[src/rtl/letc_core_stage_e1_if.sv]
// D->E1 instruction bus, DTLB request channel, E1->E2 pipeline register and
// hazard control for the LETC E1 stage. The stage connects through the slave
// modport; the upstream/downstream side uses master.
interface letc_core_stage_e1_if;
    // D -> E1 instruction
    logic        i_d_valid;
    logic [31:0] i_d_pc;
    logic [31:0] i_d_rs1_val;
    logic [31:0] i_d_rs2_val;
    logic [31:0] i_d_imm;
    logic        i_d_op1_sel;
    logic        i_d_op2_sel;
    logic [3:0]  i_d_alu_op;
    logic [1:0]  i_d_br_type;
    logic [2:0]  i_d_br_cond;
    logic [1:0]  i_d_mem_op;
    logic [1:0]  i_d_mem_size;
    logic        i_d_mem_signed;
    logic [4:0]  i_d_rd_idx;
    logic        i_d_rd_we;
    // DTLB lookup request
    logic        o_dtlb_req_valid;
    logic [19:0] o_dtlb_req_vpn;
    logic        i_dtlb_req_ready;
    // E1 -> E2 pipeline register
    logic        o_e2_valid;
    logic [31:0] o_e2_pc;
    logic [31:0] o_e2_result;
    logic [31:0] o_e2_mem_addr;
    logic [31:0] o_e2_store_data;
    logic [1:0]  o_e2_mem_op;
    logic [1:0]  o_e2_mem_size;
    logic        o_e2_mem_signed;
    logic [4:0]  o_e2_rd_idx;
    logic        o_e2_rd_we;
    logic        o_e2_br_taken;
    logic [31:0] o_e2_br_target;
    // hazard control
    logic        o_stage_ready;
    logic        i_stage_flush;
    logic        i_stage_stall;

    modport master (
        output i_d_valid, i_d_pc, i_d_rs1_val, i_d_rs2_val, i_d_imm,
               i_d_op1_sel, i_d_op2_sel, i_d_alu_op, i_d_br_type, i_d_br_cond,
               i_d_mem_op, i_d_mem_size, i_d_mem_signed, i_d_rd_idx, i_d_rd_we,
               i_dtlb_req_ready, i_stage_flush, i_stage_stall,
        input  o_dtlb_req_valid, o_dtlb_req_vpn,
               o_e2_valid, o_e2_pc, o_e2_result, o_e2_mem_addr, o_e2_store_data,
               o_e2_mem_op, o_e2_mem_size, o_e2_mem_signed, o_e2_rd_idx,
               o_e2_rd_we, o_e2_br_taken, o_e2_br_target, o_stage_ready
    );

    modport slave (
        input  i_d_valid, i_d_pc, i_d_rs1_val, i_d_rs2_val, i_d_imm,
               i_d_op1_sel, i_d_op2_sel, i_d_alu_op, i_d_br_type, i_d_br_cond,
               i_d_mem_op, i_d_mem_size, i_d_mem_signed, i_d_rd_idx, i_d_rd_we,
               i_dtlb_req_ready, i_stage_flush, i_stage_stall,
        output o_dtlb_req_valid, o_dtlb_req_vpn,
               o_e2_valid, o_e2_pc, o_e2_result, o_e2_mem_addr, o_e2_store_data,
               o_e2_mem_op, o_e2_mem_size, o_e2_mem_signed, o_e2_rd_idx,
               o_e2_rd_we, o_e2_br_taken, o_e2_br_target, o_stage_ready
    );
endinterface

[src/rtl/letc_core_stage_e1.sv]
// LETC RV32 first execute stage: ALU, branch resolution, effective address,
// DTLB request and the E1->E2 pipeline register.
// Optional: define LETC_CORE_E1_DEBUG_EN to make o_debug a count of valid
// instructions captured into E2 (otherwise o_debug is tied to zero).
module letc_core_stage_e1 (
    input  logic                 i_clk,
    input  logic                 i_rst_n,
    letc_core_stage_e1_if.slave  bus,
    output logic [7:0]           o_debug
);
    localparam int unsigned XLEN  = 32;
    localparam int unsigned VPN_W = 20;

    logic [XLEN-1:0] op1, op2, alu_res, ea, pc_imm, pc_plus4;
    logic [XLEN-1:0] result, br_target;
    logic [4:0]      shamt;
    logic            cond_met, taken, is_jump, is_mem;
    logic            cmp_eq, cmp_lt, cmp_ltu;
    logic            tlb_req, stage_ready;

    // Operand selection and ALU
    always_comb begin
        op1     = bus.i_d_op1_sel ? bus.i_d_pc  : bus.i_d_rs1_val;
        op2     = bus.i_d_op2_sel ? bus.i_d_imm : bus.i_d_rs2_val;
        shamt   = op2[4:0];
        alu_res = op1 + op2;
        case (bus.i_d_alu_op)
            4'd1:    alu_res = op1 - op2;
            4'd2:    alu_res = op1 << shamt;
            4'd3:    alu_res = {{(XLEN-1){1'b0}}, $signed(op1) < $signed(op2)};
            4'd4:    alu_res = {{(XLEN-1){1'b0}}, op1 < op2};
            4'd5:    alu_res = op1 ^ op2;
            4'd6:    alu_res = op1 >> shamt;
            4'd7:    alu_res = XLEN'($signed(op1) >>> shamt);
            4'd8:    alu_res = op1 | op2;
            4'd9:    alu_res = op1 & op2;
            4'd10:   alu_res = op2;
            default: alu_res = op1 + op2;
        endcase
    end

    // Branch condition, redirect target and final result
    always_comb begin
        cmp_eq   = bus.i_d_rs1_val == bus.i_d_rs2_val;
        cmp_lt   = $signed(bus.i_d_rs1_val) < $signed(bus.i_d_rs2_val);
        cmp_ltu  = bus.i_d_rs1_val < bus.i_d_rs2_val;
        case (bus.i_d_br_cond)
            3'd0:    cond_met = cmp_eq;
            3'd1:    cond_met = ~cmp_eq;
            3'd4:    cond_met = cmp_lt;
            3'd5:    cond_met = ~cmp_lt;
            3'd6:    cond_met = cmp_ltu;
            3'd7:    cond_met = ~cmp_ltu;
            default: cond_met = 1'b0;
        endcase
        ea        = bus.i_d_rs1_val + bus.i_d_imm;
        pc_imm    = bus.i_d_pc + bus.i_d_imm;
        pc_plus4  = bus.i_d_pc + XLEN'(4);
        is_jump   = (bus.i_d_br_type == 2'd2) || (bus.i_d_br_type == 2'd3);
        taken     = is_jump || ((bus.i_d_br_type == 2'd1) && cond_met);
        br_target = (bus.i_d_br_type == 2'd3) ? (ea & ~XLEN'(1)) : pc_imm;
        result    = is_jump ? pc_plus4 : alu_res;
    end

    // DTLB request and back-pressure towards D
    always_comb begin
        is_mem      = (bus.i_d_mem_op == 2'd1) || (bus.i_d_mem_op == 2'd2);
        tlb_req     = bus.i_d_valid & is_mem & ~bus.i_stage_stall & ~bus.i_stage_flush;
        stage_ready = ~bus.i_stage_stall & ~(tlb_req & ~bus.i_dtlb_req_ready);
    end

    assign bus.o_dtlb_req_valid = tlb_req;
    assign bus.o_dtlb_req_vpn   = ea[XLEN-1 -: VPN_W];
    assign bus.o_stage_ready    = stage_ready;

    // E1->E2 pipeline register: reset > flush > stall > capture > bubble
    always_ff @(posedge i_clk) begin
        if (!i_rst_n) begin
            bus.o_e2_valid      <= 1'b0;
            bus.o_e2_pc         <= '0;
            bus.o_e2_result     <= '0;
            bus.o_e2_mem_addr   <= '0;
            bus.o_e2_store_data <= '0;
            bus.o_e2_mem_op     <= '0;
            bus.o_e2_mem_size   <= '0;
            bus.o_e2_mem_signed <= 1'b0;
            bus.o_e2_rd_idx     <= '0;
            bus.o_e2_rd_we      <= 1'b0;
            bus.o_e2_br_taken   <= 1'b0;
            bus.o_e2_br_target  <= '0;
        end else if (bus.i_stage_flush) begin
            bus.o_e2_valid    <= 1'b0;
            bus.o_e2_br_taken <= 1'b0;
        end else if (bus.i_stage_stall) begin
            // hold
        end else if (stage_ready) begin
            bus.o_e2_valid      <= bus.i_d_valid;
            bus.o_e2_pc         <= bus.i_d_pc;
            bus.o_e2_result     <= result;
            bus.o_e2_mem_addr   <= ea;
            bus.o_e2_store_data <= bus.i_d_rs2_val;
            bus.o_e2_mem_op     <= bus.i_d_mem_op;
            bus.o_e2_mem_size   <= bus.i_d_mem_size;
            bus.o_e2_mem_signed <= bus.i_d_mem_signed;
            bus.o_e2_rd_idx     <= bus.i_d_rd_idx;
            bus.o_e2_rd_we      <= bus.i_d_rd_we;
            bus.o_e2_br_taken   <= bus.i_d_valid & taken;
            bus.o_e2_br_target  <= br_target;
        end else begin
            bus.o_e2_valid    <= 1'b0;
            bus.o_e2_br_taken <= 1'b0;
        end
    end

`ifdef LETC_CORE_E1_DEBUG_EN
    logic [7:0] dbg_cnt;

    // Count valid instructions captured into E2
    always_ff @(posedge i_clk) begin
        if (!i_rst_n) begin
            dbg_cnt <= 8'h00;
        end else if (~bus.i_stage_flush & stage_ready & bus.i_d_valid) begin
            dbg_cnt <= dbg_cnt + 8'h01;
        end
    end

    assign o_debug = dbg_cnt;
`else
    assign o_debug = 8'h00;
`endif
endmodule

[src/flat_wrapper.sv]
// flat-port wrapper written by rule: the top's interface ports become plain ports
module letc_core_stage_e1_flat 
  (i_clk, i_rst_n, o_debug, bus_i_d_valid, bus_i_d_pc, bus_i_d_rs1_val, bus_i_d_rs2_val, bus_i_d_imm, bus_i_d_op1_sel, bus_i_d_op2_sel, bus_i_d_alu_op, bus_i_d_br_type, bus_i_d_br_cond, bus_i_d_mem_op, bus_i_d_mem_size, bus_i_d_mem_signed, bus_i_d_rd_idx, bus_i_d_rd_we, bus_i_dtlb_req_ready, bus_i_stage_flush, bus_i_stage_stall, bus_o_dtlb_req_valid, bus_o_dtlb_req_vpn, bus_o_e2_valid, bus_o_e2_pc, bus_o_e2_result, bus_o_e2_mem_addr, bus_o_e2_store_data, bus_o_e2_mem_op, bus_o_e2_mem_size, bus_o_e2_mem_signed, bus_o_e2_rd_idx, bus_o_e2_rd_we, bus_o_e2_br_taken, bus_o_e2_br_target, bus_o_stage_ready);
  letc_core_stage_e1_if bus_i ();
  input  logic i_clk;
  input  logic i_rst_n;
  output logic [7:0] o_debug;
  input wire logic [$bits(bus_i.i_d_valid)-1:0] bus_i_d_valid;
  input wire logic [$bits(bus_i.i_d_pc)-1:0] bus_i_d_pc;
  input wire logic [$bits(bus_i.i_d_rs1_val)-1:0] bus_i_d_rs1_val;
  input wire logic [$bits(bus_i.i_d_rs2_val)-1:0] bus_i_d_rs2_val;
  input wire logic [$bits(bus_i.i_d_imm)-1:0] bus_i_d_imm;
  input wire logic [$bits(bus_i.i_d_op1_sel)-1:0] bus_i_d_op1_sel;
  input wire logic [$bits(bus_i.i_d_op2_sel)-1:0] bus_i_d_op2_sel;
  input wire logic [$bits(bus_i.i_d_alu_op)-1:0] bus_i_d_alu_op;
  input wire logic [$bits(bus_i.i_d_br_type)-1:0] bus_i_d_br_type;
  input wire logic [$bits(bus_i.i_d_br_cond)-1:0] bus_i_d_br_cond;
  input wire logic [$bits(bus_i.i_d_mem_op)-1:0] bus_i_d_mem_op;
  input wire logic [$bits(bus_i.i_d_mem_size)-1:0] bus_i_d_mem_size;
  input wire logic [$bits(bus_i.i_d_mem_signed)-1:0] bus_i_d_mem_signed;
  input wire logic [$bits(bus_i.i_d_rd_idx)-1:0] bus_i_d_rd_idx;
  input wire logic [$bits(bus_i.i_d_rd_we)-1:0] bus_i_d_rd_we;
  input wire logic [$bits(bus_i.i_dtlb_req_ready)-1:0] bus_i_dtlb_req_ready;
  input wire logic [$bits(bus_i.i_stage_flush)-1:0] bus_i_stage_flush;
  input wire logic [$bits(bus_i.i_stage_stall)-1:0] bus_i_stage_stall;
  output wire logic [$bits(bus_i.o_dtlb_req_valid)-1:0] bus_o_dtlb_req_valid;
  output wire logic [$bits(bus_i.o_dtlb_req_vpn)-1:0] bus_o_dtlb_req_vpn;
  output wire logic [$bits(bus_i.o_e2_valid)-1:0] bus_o_e2_valid;
  output wire logic [$bits(bus_i.o_e2_pc)-1:0] bus_o_e2_pc;
  output wire logic [$bits(bus_i.o_e2_result)-1:0] bus_o_e2_result;
  output wire logic [$bits(bus_i.o_e2_mem_addr)-1:0] bus_o_e2_mem_addr;
  output wire logic [$bits(bus_i.o_e2_store_data)-1:0] bus_o_e2_store_data;
  output wire logic [$bits(bus_i.o_e2_mem_op)-1:0] bus_o_e2_mem_op;
  output wire logic [$bits(bus_i.o_e2_mem_size)-1:0] bus_o_e2_mem_size;
  output wire logic [$bits(bus_i.o_e2_mem_signed)-1:0] bus_o_e2_mem_signed;
  output wire logic [$bits(bus_i.o_e2_rd_idx)-1:0] bus_o_e2_rd_idx;
  output wire logic [$bits(bus_i.o_e2_rd_we)-1:0] bus_o_e2_rd_we;
  output wire logic [$bits(bus_i.o_e2_br_taken)-1:0] bus_o_e2_br_taken;
  output wire logic [$bits(bus_i.o_e2_br_target)-1:0] bus_o_e2_br_target;
  output wire logic [$bits(bus_i.o_stage_ready)-1:0] bus_o_stage_ready;
  assign bus_i.i_d_valid = bus_i_d_valid;
  assign bus_i.i_d_pc = bus_i_d_pc;
  assign bus_i.i_d_rs1_val = bus_i_d_rs1_val;
  assign bus_i.i_d_rs2_val = bus_i_d_rs2_val;
  assign bus_i.i_d_imm = bus_i_d_imm;
  assign bus_i.i_d_op1_sel = bus_i_d_op1_sel;
  assign bus_i.i_d_op2_sel = bus_i_d_op2_sel;
  assign bus_i.i_d_alu_op = bus_i_d_alu_op;
  assign bus_i.i_d_br_type = bus_i_d_br_type;
  assign bus_i.i_d_br_cond = bus_i_d_br_cond;
  assign bus_i.i_d_mem_op = bus_i_d_mem_op;
  assign bus_i.i_d_mem_size = bus_i_d_mem_size;
  assign bus_i.i_d_mem_signed = bus_i_d_mem_signed;
  assign bus_i.i_d_rd_idx = bus_i_d_rd_idx;
  assign bus_i.i_d_rd_we = bus_i_d_rd_we;
  assign bus_i.i_dtlb_req_ready = bus_i_dtlb_req_ready;
  assign bus_i.i_stage_flush = bus_i_stage_flush;
  assign bus_i.i_stage_stall = bus_i_stage_stall;
  assign bus_o_dtlb_req_valid = bus_i.o_dtlb_req_valid;
  assign bus_o_dtlb_req_vpn = bus_i.o_dtlb_req_vpn;
  assign bus_o_e2_valid = bus_i.o_e2_valid;
  assign bus_o_e2_pc = bus_i.o_e2_pc;
  assign bus_o_e2_result = bus_i.o_e2_result;
  assign bus_o_e2_mem_addr = bus_i.o_e2_mem_addr;
  assign bus_o_e2_store_data = bus_i.o_e2_store_data;
  assign bus_o_e2_mem_op = bus_i.o_e2_mem_op;
  assign bus_o_e2_mem_size = bus_i.o_e2_mem_size;
  assign bus_o_e2_mem_signed = bus_i.o_e2_mem_signed;
  assign bus_o_e2_rd_idx = bus_i.o_e2_rd_idx;
  assign bus_o_e2_rd_we = bus_i.o_e2_rd_we;
  assign bus_o_e2_br_taken = bus_i.o_e2_br_taken;
  assign bus_o_e2_br_target = bus_i.o_e2_br_target;
  assign bus_o_stage_ready = bus_i.o_stage_ready;
  letc_core_stage_e1 u_core (.i_clk(i_clk), .i_rst_n(i_rst_n), .bus(bus_i), .o_debug(o_debug));
endmodule
[config.mk]
export PLATFORM = sky130hd
export DESIGN_NAME = letc_core_stage_e1_flat
export DESIGN_NICKNAME = d
export VERILOG_FILES = /design/src/rtl/letc_core_stage_e1_if.sv /design/src/rtl/letc_core_stage_e1.sv /design/src/flat_wrapper.sv
export SDC_FILE = /design/constraint.sdc
export NUM_CORES = 1
export LEC_CHECK = 0
export ABC_CLOCK_PERIOD_IN_PS = 6100
export BUFFER_PORTS_ARGS = -buffer_cell sky130_fd_sc_hd__buf_2
export CORE_MARGIN = 3
export CORE_UTILIZATION = 39
export DETAILED_ROUTE_END_ITERATION = 8
export PLACE_DENSITY = 0.58
export SYNTH_ARGS = -nofsm -noshare
export SYNTH_HDL_FRONTEND = slang
export SYNTH_SLANG_ARGS = --single-unit
[constraint.sdc]
create_clock -name i_clk -period 6.1 [get_ports i_clk]
set_input_delay 0.915 -clock i_clk [delete_from_list [all_inputs] [get_ports i_clk]]
set_output_delay 0.915 -clock i_clk [all_outputs]
set_load 0.02 [all_outputs]
======== Word-level counts from Yosys, hierarchy flattened ========
Cells that the tools add are included.
word-level totals
  register bits ........................... 173
  output and inout bits ................... 203
  input port bits ......................... 156
cells by class
  mux-type cells .......................... 8
  order comparisons ....................... 4
  bitwise gates (word level) .............. 17
  shift operators ......................... 3
  reduce and logical (&&, ||, !) cells .... 7
  eq/ne operators ......................... 21
  add/subtract/negate cells ............... 5
operator list
  cell                     count
  $pmux W32 S10            1
  $lt A32 B32 Y1           4
  $mux W32                 4
  $add A32 B32 Y32         3
  $add A32 B3 Y32 const B  1
  $and A32 B32 Y32         1
  $eq A32 B32 Y1           1
  $or A32 B32 Y32          1
  $shl A32 B5 Y32          1
  $shr A32 B5 Y32          1
  $sshr A32 B5 Y32         1
  $sub A32 B32 Y32         1
  $xor A32 B32 Y32         1
  $eq A4 B3 Y1 const B     4
  $eq A3 B3 Y1 const B     4
  $eq A4 B4 Y1 const B     3
  $eq A4 B2 Y1 const B     2
  $not A1 Y1               8
  $and A1 B1 Y1            6
  $eq A2 B2 Y1 const B     3
  $pmux W1 S6              1
  $eq A2 B1 Y1 const B     2
  $eq A4 B1 Y1 const B     1
  $eq A3 B1 Y1 const B     1
  6 further kinds          9

======== Depth between registers and ports, before layout ========
Gate-level depths: netlist of the first run.
  word-level depth ........................ 9
  mapped depth ............................ 19
  depth with buffers taken out ............ 15

======== Worst setup path after synthesis of the first run ========
Ideal clock, no wire load.
  kind .................................... input-to-reg
  from .................................... in bus_i_d_op2_sel
  to ...................................... reg u_core.bus.o_e2_result[25] (netlist bit)
  setup slack ............................. 1.137 ns
  data arrival time ....................... 4.841 ns
  stages .................................. 16
  setup time .............................. 0.122 ns
  data required time ...................... 5.978 ns
  buffers on the path ..................... 4
  cells stage by stage .................... buf_2 -> buf_2 -> clkbuf_1 -> buf_2 -> mux2i_1 -> ha_1 -> or4_4 -> or3_4 -> nor3_2 -> a21oi_2 -> or4_1 -> a21oi_1 -> a41oi_1 -> xnor2_1 -> a221oi_1 -> nor2_1
on the way
  longest elaborated chain between the ends .. 4
RTL lines
  item                                            line                         source
  start, declared                                 flat_wrapper.sv:14           input wire logic [$bits(bus_i.i_d_op2_sel)-1:0] bus_i_d_op2_sel;
  $mux W32 *                                      letc_core_stage_e1.sv:24     op2 = bus.i_d_op2_sel ? bus.i_d_imm : bus.i_d_rs2_val;
  $add A32 B32 Y32, or another cell as far along  -
  $pmux W32 S10 *                                 letc_core_stage_e1.sv:27     case (bus.i_d_alu_op)
  $mux W32 *                                      letc_core_stage_e1.sv:62     result = is_jump ? pc_plus4 : alu_res;
  end signal, assigned                            letc_core_stage_e1.sv:99     bus.o_e2_result <= result;
  end, declared                                   letc_core_stage_e1_if.sv:60  o_e2_valid, o_e2_pc, o_e2_result, o_e2_mem_addr, o_e2_store_data,
Every way passes the cells marked *; elsewhere a longest branch is shown, timed or not.
A chain may end at the register's enable or synchronous reset.

======== Worst setup path in the final report of the first run ========
  from .................................... in bus_i_d_op1_sel
  to ...................................... reg u_core.bus.o_e2_result[25] (netlist bit)
on the way
  longest elaborated chain between the ends .. 4
RTL lines
  item                                            line                      source
  start, declared                                 flat_wrapper.sv:13        input wire logic [$bits(bus_i.i_d_op1_sel)-1:0] bus_i_d_op1_sel;
  $mux W32 *                                      letc_core_stage_e1.sv:23  op1 = bus.i_d_op1_sel ? bus.i_d_pc : bus.i_d_rs1_val;
  $add A32 B32 Y32, or another cell as far along  -
  $pmux W32 S10 *                                 letc_core_stage_e1.sv:27
  $mux W32 *                                      letc_core_stage_e1.sv:62
Marks and branches as above.

==> results of run 1 <==
==> cell type report <==
class                   count  area share (%)
flip-flops and latches    173            14.4
repair buffers            453            10.6
well taps                 688            3.58
clock inverters            14           0.625
multi-input cells        2370            66.7
inverters                 150            2.34
clock buffers              17            1.77
diodes                      1          0.0104
==> flip-flops by register name (all words and copies together) (netlist names), 2 cells and up <==
register	flops
u_core.bus.o_e2_mem_op	2
u_core.bus.o_e2_mem_size	2
u_core.bus.o_e2_rd_idx	5
u_core.bus.o_e2_result	32
u_core.bus.o_e2_mem_addr	32
u_core.bus.o_e2_pc	32
u_core.bus.o_e2_br_target	32
u_core.bus.o_e2_store_data	32
==> stage by stage <==
step | std cells | power (uW)
finish | 3866 | 5080
global route | 3865 | 5250
CTS | 3865 | 4980
detailed placement | 3834 | 3840
global placement | 3834 | 3850
floorplan | 2906 | 2860
==> per-layer routing <==
layer / global-route usage (%) / wire length, um / vias up
met5: 0 / 44 / -
met4: 15.5 / 5640 / 8
met3: 10.5 / 13700 / 281
met2: 59.1 / 49500 / 1745
met1: 56.9 / 51000 / 12200
li1: - / - / 11000
==> cells in the mapped netlist, types with 44 or more instances <==
| master | n | area, um2 |
|---|---|---|
| clkbuf_1 | 138 | 518 |
| nand2_1 | 416 | 1560 |
| dfxtp_1 | 173 | 3460 |
| a21oi_1 | 242 | 1210 |
| a211oi_1 | 44 | 330 |
| mux2i_1 | 157 | 1570 |
| o211ai_1 | 46 | 345 |
| o21ai_0 | 161 | 806 |
| xnor2_1 | 63 | 552 |
| a21boi_0 | 102 | 766 |
| a21o_1 | 63 | 473 |
| inv_1 | 146 | 548 |
| nor2_1 | 203 | 762 |
| nand3_1 | 50 | 250 |
| ha_1 | 192 | 2400 |
==> path summary, 6_finish.rpt <==
path                               from                         end  depth (start not counted)
max reg2reg  u_core.bus.o_e2_result[16]  u_core.bus.o_e2_result[16]                          5
min reg2reg      u_core.bus.o_e2_pc[28]      u_core.bus.o_e2_pc[28]                          2
max                     bus_i_d_op1_sel  u_core.bus.o_e2_result[25]                         16
min              u_core.bus.o_e2_pc[28]      u_core.bus.o_e2_pc[28]                          2
==> power by group <==
part | internal, uW | switching [uW]
logic | 857 | 1840
clock network | 546 | 599
registers | 1200 | 43.7
==> worst max-delay path, stage by stage <==
cell and delay (ns):
buf_2 0.45, buf_4 0.36, mux2i_1 0.51, inv_1 0.13, ha_1 0.26, a211oi_1 0.31
o21ai_0 0.23, o21ai_0 0.61, a21oi_1 0.34, a311oi_1 0.38, buf_4 0.20, o41ai_1 0.08
o21ai_0 0.24, mux2i_1 0.11, a221oi_1 0.40, nor2_1 0.07
==> cell families after synthesis <==
logic type	count (synthesis)	share of synthesized area, %
xor gates and xnor gates	106	4.44
muxes	181	8.94
AOI/OAI and AO/OA	989	31.9
buffers and inverters	363	7.29
adders and majority gates	196	11.9
and+or+nand+nor	890	19.0
DFF	173	16.6
other	1	0.0179
==> impl_metrics.py, run 1 <==
metrics = {
    "yosys": {
        "synthFlopType": "dfxtp_1",
        "seq_area_frac_synth_pct": 16.6,
        "netlist_instances": 2899,
        "synth_edf_count": 0,
        "ys_types": 89,
        "ys_seq_elements": 173,
        "yosys_warnings": 0,
        "synth-async-reset-ratio_pct": 0,
        "synthesis.area_mm2": 0.0209,
        "avgSynthCellArea_um2": 7.21,
    },
    "power": {
        "p_per_area_mw_per_mm2": 212,
        "leakagePower_uw": 0.0110,
        "ir_drop_uv": 189,
    },
    "die": {
        "die_area_mm2": 0.0564,
        "io_pins": 359,
        "die_w_um": 237,
        "core_mm2": 0.0528,
        "die_h_um": 237,
        "start_util_pct": 39.6,
        "rows": 84,
    },
    "clock_network": {
        "cts-root-buf": "clkbuf_16",
        "cts_max_path_buffers": 2,
        "cts_tree": "yes",
        "ctsHoldBuffers": 0,
        "ctsResizeCount": 0,
        "cts_setup_buffers": 0,
        "htree_num_levels": 4,
        "cts.sinks": 173,
        "path_clk_slew_ns": 0.08,
        "cts-buffers-inserted": 17,
        "clock_latency_ns": 0.46,
    },
    "final_layout": {
        "layout_commonest_cell": "nand2_1",
        "fill_cells": 5506,
        "layout_common_cells": "nand2_1, buf_2, a21oi_1",
        "final_core_util_pct": 45.5,
        "design_area_mm2": 0.0240,
        "drive_above_1_share_pct": 17.3,
        "layout.area.seq_mm2": 0.00346,
        "nets": 3517,
        "multi_input_area_mm2": 0.0160,
        "area_growth_syn_to_layout_pct": 14.9,
    },
    "global_route": {
        "grt_pass1_vias": 23000,
        "grt_pass1_wl_mm": 168,
        "grtUsageTotal_pct": 40.5,
        "overflow": 0,
        "grt_antenna_before_repair": 6,
        "grt_max_degree": 99,
    },
    "timing": {
        "post-route-min-period_ns": 5.26,
        "timing.fmax_ghz": 0.190,
        "finalHoldViolCount": 0,
        "fin_ws_ns": 0.838,
        "hold_ws_ns": 0.463,
        "finalSetupViolCount": 0,
        "finalMaxSlewViolations": 0,
        "timing.setup.tns_ns": 0,
        "clock-skew-final_ns": 0,
        "tightest_slew_ns": 1.11,
        "slew_headroom_pct": 25.9,
        "fin_crit_sh_pct": 86.3,
        "rsz0062_at_grt": "no",
    },
    "hold_path": {
        "hp-class": "reg -> reg",
    },
    "routing": {
        "ant_nets": 0,
        "route.final.wire_length_mm": 120,
        "num_vias": 25300,
        "viasPerCell": 6.54,
        "drt-pass1-iter-count": 7,
        "drc": 0,
        "route.detailed.wl_per_inst_um": 31.0,
        "drt_iter0_drc": 3390,
    },
    "worst_setup_path": {
        "arrival_ns": 5.61,
        "crit_path_end_kind": "flip-flop",
        "required_ns": 6.45,
        "cp-start-kind": "primary input",
        "cp_max_fo": 16,
        "worstSetupPathType": "in -> reg",
        "ff2ff_setup_slack_ns": 4.40,
    },
    "place": {
        "portBuffers": 350,
        "routabilityCongestion": 1.06,
        "post-place-ws_ns": 0.558,
        "hpwlAfterDp_mm": 96.8,
        "dpl_cell_area_mm2": 0.0234,
    },
    "outcome": {
        "status": "complete, no violations",
    },
    "job": {
        "drv_cap": 0,
    },
}
No activity file was read; power rests on OpenSTA's default activity.
==> run 2, diff against run 1 <==
==> constraint.sdc (replaced) <==
create_clock -name i_clk -period 6.1 [get_ports i_clk]
set_input_delay 0.305 -clock i_clk [delete_from_list [all_inputs] [get_ports i_clk]]
set_output_delay 0.305 -clock i_clk [all_outputs]
set_load 0.02 [all_outputs]
==> impl_metrics.py, run 2 (same netlist as run 1, synthesis figures left out) <==
metrics = {
    "die": {
        "rows": 84,
        "core_mm2": 0.0528,
        "io_pins": 359,
        "die_area_mm2": 0.0564,
        "die_w_um": 237,
        "die_h_um": 237,
        "start_util_pct": 39.6,
    },
    "outcome": {
        "status": "complete, no violations",
    },
    "power": {
        "pwr-share-clk_pct": 22.9,
        "power_frac_comb_pct": 52.3,
        "seq_power_share_pct": 24.8,
        "p_int_uw": 2580,
        "p_sw_share_pct": 48.7,
        "leakagePower_uw": 0.0109,
        "ir_drop_uv": 237,
        "switchingPower_uw": 2440,
        "p_per_area_mw_per_mm2": 211,
        "finalPower_uw": 5020,
    },
    "routing": {
        "drc": 0,
        "route.detailed.wl_per_inst_um": 31.1,
        "route.final.wire_length_mm": 119,
        "ant_nets": 0,
        "num_vias": 25100,
        "viasPerCell": 6.53,
        "drt-pass1-iter-count": 6,
        "drt_iter0_drc": 3286,
    },
    "timing": {
        "slew_headroom_pct": 17.1,
        "finalMaxSlewViolations": 0,
        "timing.setup.tns_ns": 0,
        "clock-skew-final_ns": 0,
        "rsz0062_at_grt": "no",
        "fin_crit_sh_pct": 78.4,
        "hold_ws_ns": 0.0525,
        "finalSetupViolCount": 0,
        "finalHoldViolCount": 0,
        "tightest_slew_ns": 1.24,
        "timing.fmax_ghz": 0.209,
        "post-route-min-period_ns": 4.78,
    },
    "global_route": {
        "grt_pass1_wl_mm": 167,
        "overflow": 0,
        "grt_pass1_vias": 22900,
        "grt_antenna_before_repair": 8,
        "grt_max_degree": 107,
        "grtUsageTotal_pct": 40.5,
    },
    "clock_network": {
        "cts-root-buf": "clkbuf_16",
        "cts-buffers-inserted": 17,
        "clock_latency_ns": 0.49,
        "ctsHoldBuffers": 0,
        "cts.sinks": 173,
        "cts_max_path_buffers": 2,
        "cts_setup_buffers": 0,
        "ctsResizeCount": 0,
        "cts_tree": "yes",
        "path_clk_slew_ns": 0.08,
        "htree_num_levels": 4,
    },
    "worst_setup_path": {
        "crit_top_cell": "o21ai_0",
        "worstSetupPathType": "in -> reg",
        "crit_chain": "buf_2 -> buf_12 -> o21ai_0 -> inv_1 -> ha_1 -> a21o_1 -> a221o_1 -> o41ai_1 -> a21oi_1 -> a311oi_1 -> buf_4 -> xnor2_1 -> o21ai_0 -> o21ai_0",
        "required_ns": 6.47,
        "cp_max_fo": 37,
        "crit_path_top_delay_cell": "o41ai_1",
        "cp_slowest_stage_delay_ns": 0.68,
        "cp-start-kind": "primary input",
        "crit_path_end_kind": "flip-flop",
        "arrival_ns": 5.15,
    },
    "job": {
        "drv_cap": 0,
    },
    "place": {
        "hpwlAfterDp_mm": 95.2,
        "routabilityCongestion": 1.05,
        "portBuffers": 350,
    },
    "final_layout": {
        "drive_above_1_share_pct": 16.5,
        "layout.area.seq_mm2": 0.00346,
        "final_core_util_pct": 45.2,
        "nets": 3492,
        "area_growth_syn_to_layout_pct": 14.0,
        "fill_cells": 5508,
        "layout_common_cells": "nand2_1, buf_2, a21oi_1",
        "multi_input_area_mm2": 0.0160,
        "layout_commonest_cell": "nand2_1",
    },
    "hold_path": {
        "hp-class": "in -> reg",
    },
}
==> run 2: area by class of cell <==
cell class / count / share of cell area, %
flip-flops and latches: 173 / 14.5
multi-input cells: 2370 / 67.1
inverters: 150 / 2.36
diodes: 3 / 0.0315
clock inverters: 15 / 0.693
clock buffers: 17 / 1.78
well taps: 688 / 3.61
repair buffers: 428 / 9.87
==> run 2: power groups by stage <==
stage / Combinational (uW) / Sequential (uW) / Clock, uW
after floorplan: 1510 / 1350 / 0
final: 2630 / 1240 / 1150
after global routing: 2760 / 1250 / 1210
after detailed placement: 2520 / 1270 / 0
after CTS: 2530 / 1240 / 1180
after global placement: 2530 / 1270 / 0
==> run 2: final timing paths <==
path,slack [ns],depth (start not counted),from,to
min reg2reg,0.46,2,u_core.bus.o_e2_rd_idx[4],u_core.bus.o_e2_rd_idx[4]
min,0.05,3,bus_i_d_rd_idx[3],u_core.bus.o_e2_rd_idx[3]
max,1.32,14,bus_i_d_op2_sel,u_core.bus.o_e2_result[21]
max reg2reg,4.46,5,u_core.bus.o_e2_result[16],u_core.bus.o_e2_result[16]
==> run 2: through the flow <==
step / cell area, um2 / worst slack, ns / std cells
floorplan: 20900 / 1.75 / 2906
global placement: 23200 / 1.27 / 3809
detailed placement: 23200 / 1.20 / 3809
CTS: 23800 / 1.72 / 3841
global route: 23800 / 1.31 / 3842
finish: 23800 / 1.32 / 3844
==> run 2: routing by layer <==
layer / part of all wire, % / global-route usage, % / wire length (um)
met1: 42 / 55.7 / 50600
met2: 41 / 58.6 / 48900
met3: 11 / 11.1 / 13400
met4: 5.5 / 19.0 / 6510
met5: 0.010 / 0 / 12
==> run 2: critical path, delay by kind of cell <==
kind | cells | cell delay [ns]
xor+xnor | 1 | 0.13
buf+inv | 4 | 0.82
fa+ha+maj | 1 | 0.55
compound gates | 8 | 3.28
